$ cat src/rtl/piso_shift_reg.sv
// Parallel-in serial-out shift register: captures a word on load/ready and
// shifts it out one bit per shift_en edge, framed by frame and closed by done.
module piso_shift_reg #(
  parameter int WIDTH     = 8,
  parameter bit MSB_FIRST = 1'b1
) (
  input  logic             clk,
  input  logic             reset,
  input  logic             load,
  input  logic [WIDTH-1:0] data_in,
  input  logic             shift_en,
  output logic             ready,
  output logic             serial_out,
  output logic             frame,
  output logic             done
);

  localparam int CW = $clog2(WIDTH);
  localparam logic [CW-1:0] LAST = CW'(WIDTH - 1);

  typedef enum logic {IDLE, SHIFT} state_t;

  state_t           state;
  logic [WIDTH-1:0] shreg;
  logic [CW-1:0]    cnt;
  logic             out_bit;

  // Handshake: a word transfers on a rising edge where load=1 and ready=1;
  // load while ready=0 is ignored and data_in is not sampled.
  always_ff @(posedge clk or posedge reset) begin
    if (reset) begin
      state <= IDLE;
      shreg <= '0;
      cnt   <= '0;
      ready <= 1'b1;
      frame <= 1'b0;
      done  <= 1'b0;
    end else begin
      done <= 1'b0;
      case (state)
        IDLE: begin
          if (load) begin
            shreg <= data_in;
            cnt   <= '0;
            state <= SHIFT;
            ready <= 1'b0;
            frame <= 1'b1;
          end
        end
        SHIFT: begin
          if (shift_en) begin
            if (cnt == LAST) begin
              shreg <= '0;
              cnt   <= '0;
              state <= IDLE;
              ready <= 1'b1;
              frame <= 1'b0;
              done  <= 1'b1;
            end else begin
              if (MSB_FIRST) shreg <= {shreg[WIDTH-2:0], 1'b0};
              else           shreg <= {1'b0, shreg[WIDTH-1:1]};
              cnt <= cnt + 1'b1;
            end
          end
        end
        default: state <= IDLE;
      endcase
    end
  end

  // The output end of the register is gated by the frame flop so the link
  // idles low; both terms are registers.
  assign out_bit    = MSB_FIRST ? shreg[WIDTH-1] : shreg[0];
  assign serial_out = frame & out_bit;

endmodule

$ cat config.mk
export PLATFORM = sky130hd
export DESIGN_NAME = piso_shift_reg
export DESIGN_NICKNAME = d
export VERILOG_FILES = /design/src/rtl/piso_shift_reg.sv
export SDC_FILE = /design/constraint.sdc
export NUM_CORES = 1
export LEC_CHECK = 0
export BUFFER_PORTS_ARGS = -buffer_cell sky130_fd_sc_hd__clkbuf_2
export CAP_MARGIN = 20
export CORE_MARGIN = 1
export CORE_UTILIZATION = 50
export CTS_CLUSTER_SIZE = 14
export DETAILED_ROUTE_END_ITERATION = 8
export GPL_TIMING_DRIVEN = 1
export PLACE_DENSITY = 0.75
export SLEW_MARGIN = 20
export SYNTH_ARGS = -nofsm -noshare
export SYNTH_HDL_FRONTEND = slang
export SYNTH_SLANG_ARGS = --single-unit
$ cat constraint.sdc
create_clock -name clk -period 1.64 [get_ports clk]
set_input_delay 0.164 -clock clk [delete_from_list [all_inputs] [get_ports clk]]
set_output_delay 0.164 -clock clk [all_outputs]
set_load 0.005 [all_outputs]
==> qor.yml, run 1 <==
grt_max_degree: 18
outcome: "complete, no violations"
p_sw_mw: 0.361
core_um2: 1320
ctsHtreeMaxLevel: 1
row_count: 13
dpl.cell_count: 93
synth.distinct_cells: 19
yosysSeqAreaShare: 0.523
vias: 529
syn-cell-area_um2: 719
synth_area_leaders: "dfrtp_1, a22oi_1, buf_6, nand2_1, ha_1"
worstPathRequired_ns: 1.85
antenna_found_initial: 0
tightest_slew_ns: 0.577
cts-resized-gates: 0
grt_pass1_vias: 422
remaining_drc_errors: 0
pre_cts_slack_ns: 0.147
fin_crit_sh: 0.915
pwr-share-seq: 0.524
cts_num_sinks: 15
initial_core_util: 0.546
wl_met1_um: 616
critPathMaxFanout: 7
drtIter0Drc: 13
slew_headroom: 0.615
syn_nets: 81
yosys.area.top_type: "dfrtp_1"
wl_met3_um: 49
worstSetupEndpointType: "flip-flop"
gp_congestion: 0.807
synth_top_area_share: 0.487
numCtsBuffers: 3
cp-start-kind: "flip-flop"
crit_slowest_cell: "dfrtp_1"
instances_no_fill: 98
drive_above_1_share: 0.277
rsz0062_at_grt: "no"
cp_cell_sequence: "ha_1 -> ha_1 -> and2b_1 -> a22oi_1 -> o21ai_1"
grt_pass1_wl_mm: 1.93
dieArea_um2: 1590
antennaDiodeCount: 0
p_int_mw: 0.760
tns_ns: 0
clockBufferDepth: 2
dr_wl_met2_um: 535
clock_latency_ns: 0.28
synth-seq-cells: 15
ys_warn_count: 0
arrival_ns: 1.71
drtPass1Iterations: 4
vdd_ir_drop_max_uv: 732
cp_num_buf_inv: 0
hpwlAfterDp_um: 887
hp-class: "input pin to flip-flop"
slowest_delay_ns: 0.40
syn_to_final_growth_pct: 12.9
wl_per_cell_um: 12.5
gr-usage-all-layers: 0.191
swShare: 0.322
leakagePower_nw: 0.400
portBuffers: 15
wl_mm: 1.23
fin_crit_ns: 1.50
grt_remaining_overflow: 0
layout.nets: 99
finalMaxSlewViolations: 0
critical_path_class: "flip-flop to flip-flop"
syn_area_per_cell_um2: 10.9
worst_slack_ns: 0.139
cp_common_cell: "ha_1"
cellPowerDensity_nw_per_um2: 1380
dieHeight_um: 39.9
max_cap_viol_count: 0
cts_tree: "done"
root_buffer: "clkbuf_4"
routed.top_layer: "met4"
final_cell_mix: "clkbuf_2, dfrtp_1, nand2_1"
pwr-share-comb: 0.291
skew_ns: 0.00320
max_freq_mhz: 666
hold_viol: 0
die_w_um: 39.9
viasPerCell: 5.40
drtAntennaViolNets: 0
num_io_pins: 16
layout_commonest_cell: "clkbuf_2"
setup_viol: 0
total_power_mw: 1.12
clk_pin_slew_worst_paths_ns: 0.09
p_clk_frac: 0.185
synth_cells: 66
path_delay_family: "adder cells"
## per-stage QoR
stage	hold slack, ns	util	cell area (µm²)
finish	0.167	0.616	812
global route	0.176	0.616	812
CTS	0.169	0.616	812
detailed placement	0.238	0.589	776
global placement	0.222	0.589	776
floorplan	0.0648	-	719
## worst paths after layout
kind | startpoint | endpoint | slack, ns | cells after the start
setup / recovery | cnt[0] | shreg[6] | 0.14 | 5
hold reg to reg | shreg[7] | shreg[7] | 0.48 | 2
setup reg to reg | cnt[0] | shreg[6] | 0.14 | 5
max in group asynchronous | reset | ready | 0.80 | 3
hold / removal | data_in[4] | shreg[4] | 0.17 | 3
min in group asynchronous | reset | frame | 0.46 | 3
## Yosys cell counts
master	instances
mux2i_4	1
a21oi_1	3
a32o_1	2
and2_1	1
inv_1	2
a22oi_1	7
buf_6	4
o31ai_1	1
dfrtp_1	14
mux2i_1	1
nand2_1	11
and3_2	1
nor2_1	4
o22ai_1	1
o21ai_1	7
dfstp_2	1
and2b_1	1
nand2_2	1
ha_1	3
## power by group through the flow
stage / logic [mW] / clock network (mW) / registers, mW
after floorplan: 0.278 / 0 / 0.574
after global placement: 0.317 / 0 / 0.589
after detailed placement: 0.328 / 0 / 0.594
after CTS: 0.331 / 0.219 / 0.587
after global routing: 0.374 / 0.231 / 0.608
final: 0.326 / 0.208 / 0.587
## routing by layer
layer	vias up	track usage
met3	4	0.0500
met5	-	0
met2	11	0.250
met4	0	0.129
li1	267	-
met1	247	0.270
## sequential cells by signal (all words and copies together), names as in the netlist
name	count
shreg	8
cnt	3
done	1
ready	1
frame	1
state	1
## repair_timing
item | CTS | global route
endpoints found under the hold margin | 14 | 0
buffers inserted | 0 | 0
hold buffers | 1 | 0
## final cells by class
class,count,area [µm²]
timing repair buffer,17,92.6
inverter,2,7.51
clock buffer,4,26.3
fill,115,505
tap,15,18.8
sequential,15,377
multi-input combinational,45,290
## worst min-delay path: stages
cell	delay (ns)
clkbuf_2	0.07
a22oi_1	0.06
o21ai_1	0.11
## cells by family after synthesis
kind of cell	Yosys count	synth area share
flip-flops	15	0.523
multiplexers	2	0.0452
AND/OR/NAND/NOR	19	0.117
adder cells (fa/ha/maj)	3	0.0522
buffers and inverters	6	0.0730
AO/OA/AOI/OAI	21	0.190
(Power assumes the default switching activity.)
==> run 2, diff against run 1 <==
Settings changed: BUFFER_PORTS_ARGS -buffer_cell sky130_fd_sc_hd__clkbuf_2 to default, CORE_AREA from default to 2 2 39 41, CORE_MARGIN 1 to default, CORE_UTILIZATION 50 to default, CTS_BUF_LIST from default to sky130_fd_sc_hd__clkbuf_8, DIE_AREA from default to 0 0 41 43, DONT_BUFFER_PORTS from default to 1, PLACE_DENSITY 0.75 to 0.81.
==> qor.yml, run 2 (same netlist as run 1, synthesis figures left out) <==
tightest_slew_ns: 0.539  # was 0.577 ns
multi_input_area_um2: 290  # unchanged
rsz0062_at_grt: "no"  # unchanged
skew_ns: 0.00170  # was 0.00320 ns
clk_pin_slew_worst_paths_ns: 0.06  # was 0.09 ns
max_cap_viol_count: 0  # unchanged
ff2ff_path_depth: 5  # unchanged
utilization: 0.554  # was 0.616
worstHoldStart: "load"  # was data_in[4]
outcome: "complete, no violations"  # unchanged
antennaDiodeCount: 0  # unchanged
wl_mm: 1.13  # was 1.23 mm
cp_cell_sequence: "ha_1 -> ha_1 -> and2b_1 -> a22oi_1 -> o21ai_1"  # unchanged
gr-usage-all-layers: 0.173  # was 0.191
nFillCells: 123  # was 115
arrival_ns: 1.66  # was 1.71 ns
row_count: 14  # was 13
fin_crit_sh: 0.911  # was 0.915
grt_pass1_wl_mm: 1.99  # was 1.93 mm
hold_viol: 0  # unchanged
cp_num_buf_inv: 0  # unchanged
portBuffers: 0  # was 15
gp_congestion: 0.801  # was 0.807
initial_core_util: 0.520  # was 0.546
setup_viol: 0  # unchanged
hold_end: "state"  # was shreg[4]
path_delay_family: "adder cells"  # unchanged
dieHeight_um: 43  # was 39.9 µm
slew_headroom: 0.640  # was 0.615
regArea_um2: 377  # unchanged
grt_remaining_overflow: 0  # unchanged
final_cell_mix: "dfrtp_1, nand2_1, a22oi_1, o21ai_1, nor2_1"  # was clkbuf_2, dfrtp_1, nand2_1
hp-class: "input pin to flip-flop"  # unchanged
drtPass1Iterations: 4  # unchanged
top_regs: "shreg: 8 flops, cnt: 3 flops"  # unchanged
grt_pass1_vias: 443  # was 422
worstPathRequired_ns: 1.80  # was 1.85 ns
cp_common_cell: "ha_1"  # unchanged
reg2reg_setup_slack_ns: 0.15  # was 0.14 ns
remaining_drc_errors: 0  # unchanged
total_power_mw: 1.16  # was 1.12 mW
tns_ns: 0  # unchanged
layout.nets: 85  # was 99
cts_num_sinks: 15  # unchanged
viasPerCell: 5.78  # was 5.40
dpl.cell_count: 79  # was 93
fin_crit_ns: 1.49  # was 1.50 ns
vias: 491  # was 529
crit_slowest_cell: "dfrtp_1"  # unchanged
cp-start-kind: "flip-flop"  # unchanged
drive_above_1_share: 0.116  # was 0.277
worstSetupEndpointType: "flip-flop"  # unchanged
clock_latency_ns: 0.24  # was 0.28 ns
cellPowerDensity_nw_per_um2: 1510  # was 1380 nW/µm²
grt_max_degree: 18  # unchanged
core_um2: 1380  # was 1320 µm²
die_w_um: 41  # was 39.9 µm
wl_per_cell_um: 13.3  # was 12.5 µm
numCtsBuffers: 3  # unchanged
max_freq_mhz: 670  # was 666 MHz
dieArea_um2: 1760  # was 1590 µm²
drtAntennaViolNets: 0  # unchanged
cts_tree: "done"  # unchanged
slowest_delay_ns: 0.39  # was 0.40 ns
root_buffer: "clkbuf_8"  # was clkbuf_4
num_io_pins: 16  # unchanged
clockBufferDepth: 2  # unchanged
hold_depth: 2  # was 3
top_register: "shreg"  # unchanged
ctsHtreeMaxLevel: 1  # unchanged
critPathMaxFanout: 7  # unchanged
vdd_ir_drop_max_uv: 732  # about the same
cts-resized-gates: 0  # unchanged
r2r-start: "cnt[0]"  # unchanged
r2r-end: "shreg[7]"  # was shreg[6]
antenna_found_initial: 0  # unchanged
finalMaxSlewViolations: 0  # unchanged
critical_path_class: "flip-flop to flip-flop"  # unchanged
instances_no_fill: 85  # was 98
drtIter0Drc: 10  # was 13
leakagePower_nw: 0.352  # was 0.400 nW
layout_commonest_cell: "dfrtp_1"  # was clkbuf_2
hold_slack_ns: 0.0596  # was 0.167 ns
syn_to_final_growth_pct: 6.61  # was 12.9%
largest_reg_flops: 8  # unchanged
## run 2: area by class of cell
class,instances,share of cell area
sequential,15,0.491
multi-input combinational,45,0.378
clock buffer,3,0.0538
timing repair buffer,3,0.0359
tap,16,0.0261
inverter,2,0.00979
clock inverter,1,0.00489
## run 2: worst max path at each step
stage | startpoint | endpoint | cells after the start
after floorplan | cnt[0] | shreg[1] | 6
after global placement | cnt[0] | shreg[1] | 5
after detailed placement | cnt[0] | shreg[7] | 5
after CTS | cnt[0] | shreg[7] | 5
after global routing | cnt[0] | shreg[7] | 5
final | cnt[0] | shreg[7] | 5
## run 2: timing repair
item                      CTS  global route
hold endpoints to repair   14             1
hold buffers                1             1
setup buffers               0             0
## run 2: where the power goes
group	internal [mW]	switching (mW)	leakage [nW]
combinational	0.144	0.144	0.142
sequential	0.504	0.0849	0.184
clock	0.165	0.118	0.0269
total	0.813	0.346	0.352
## run 2: metal layers
| metal | global-route usage | vias up | wire length, µm |
|---|---|---|---|
| met5 | 0 | - | 0 |
| met4 | 0.120 | 0 | 24 |
| li1 | - | 242 | - |
| met1 | 0.237 | 234 | 487 |
| met3 | 0.0366 | 4 | 34 |
| met2 | 0.234 | 11 | 584 |
## run 2: stage by stage
| stage | worst slack (ns) | cell area, µm² |
|---|---|---|
| after global routing | 0.0468 | 767 |
| after floorplan | 0.310 | 719 |
| after CTS | 0.138 | 757 |
| final | 0.146 | 767 |
| after global placement | 0.212 | 702 |
| after detailed placement | 0.145 | 702 |
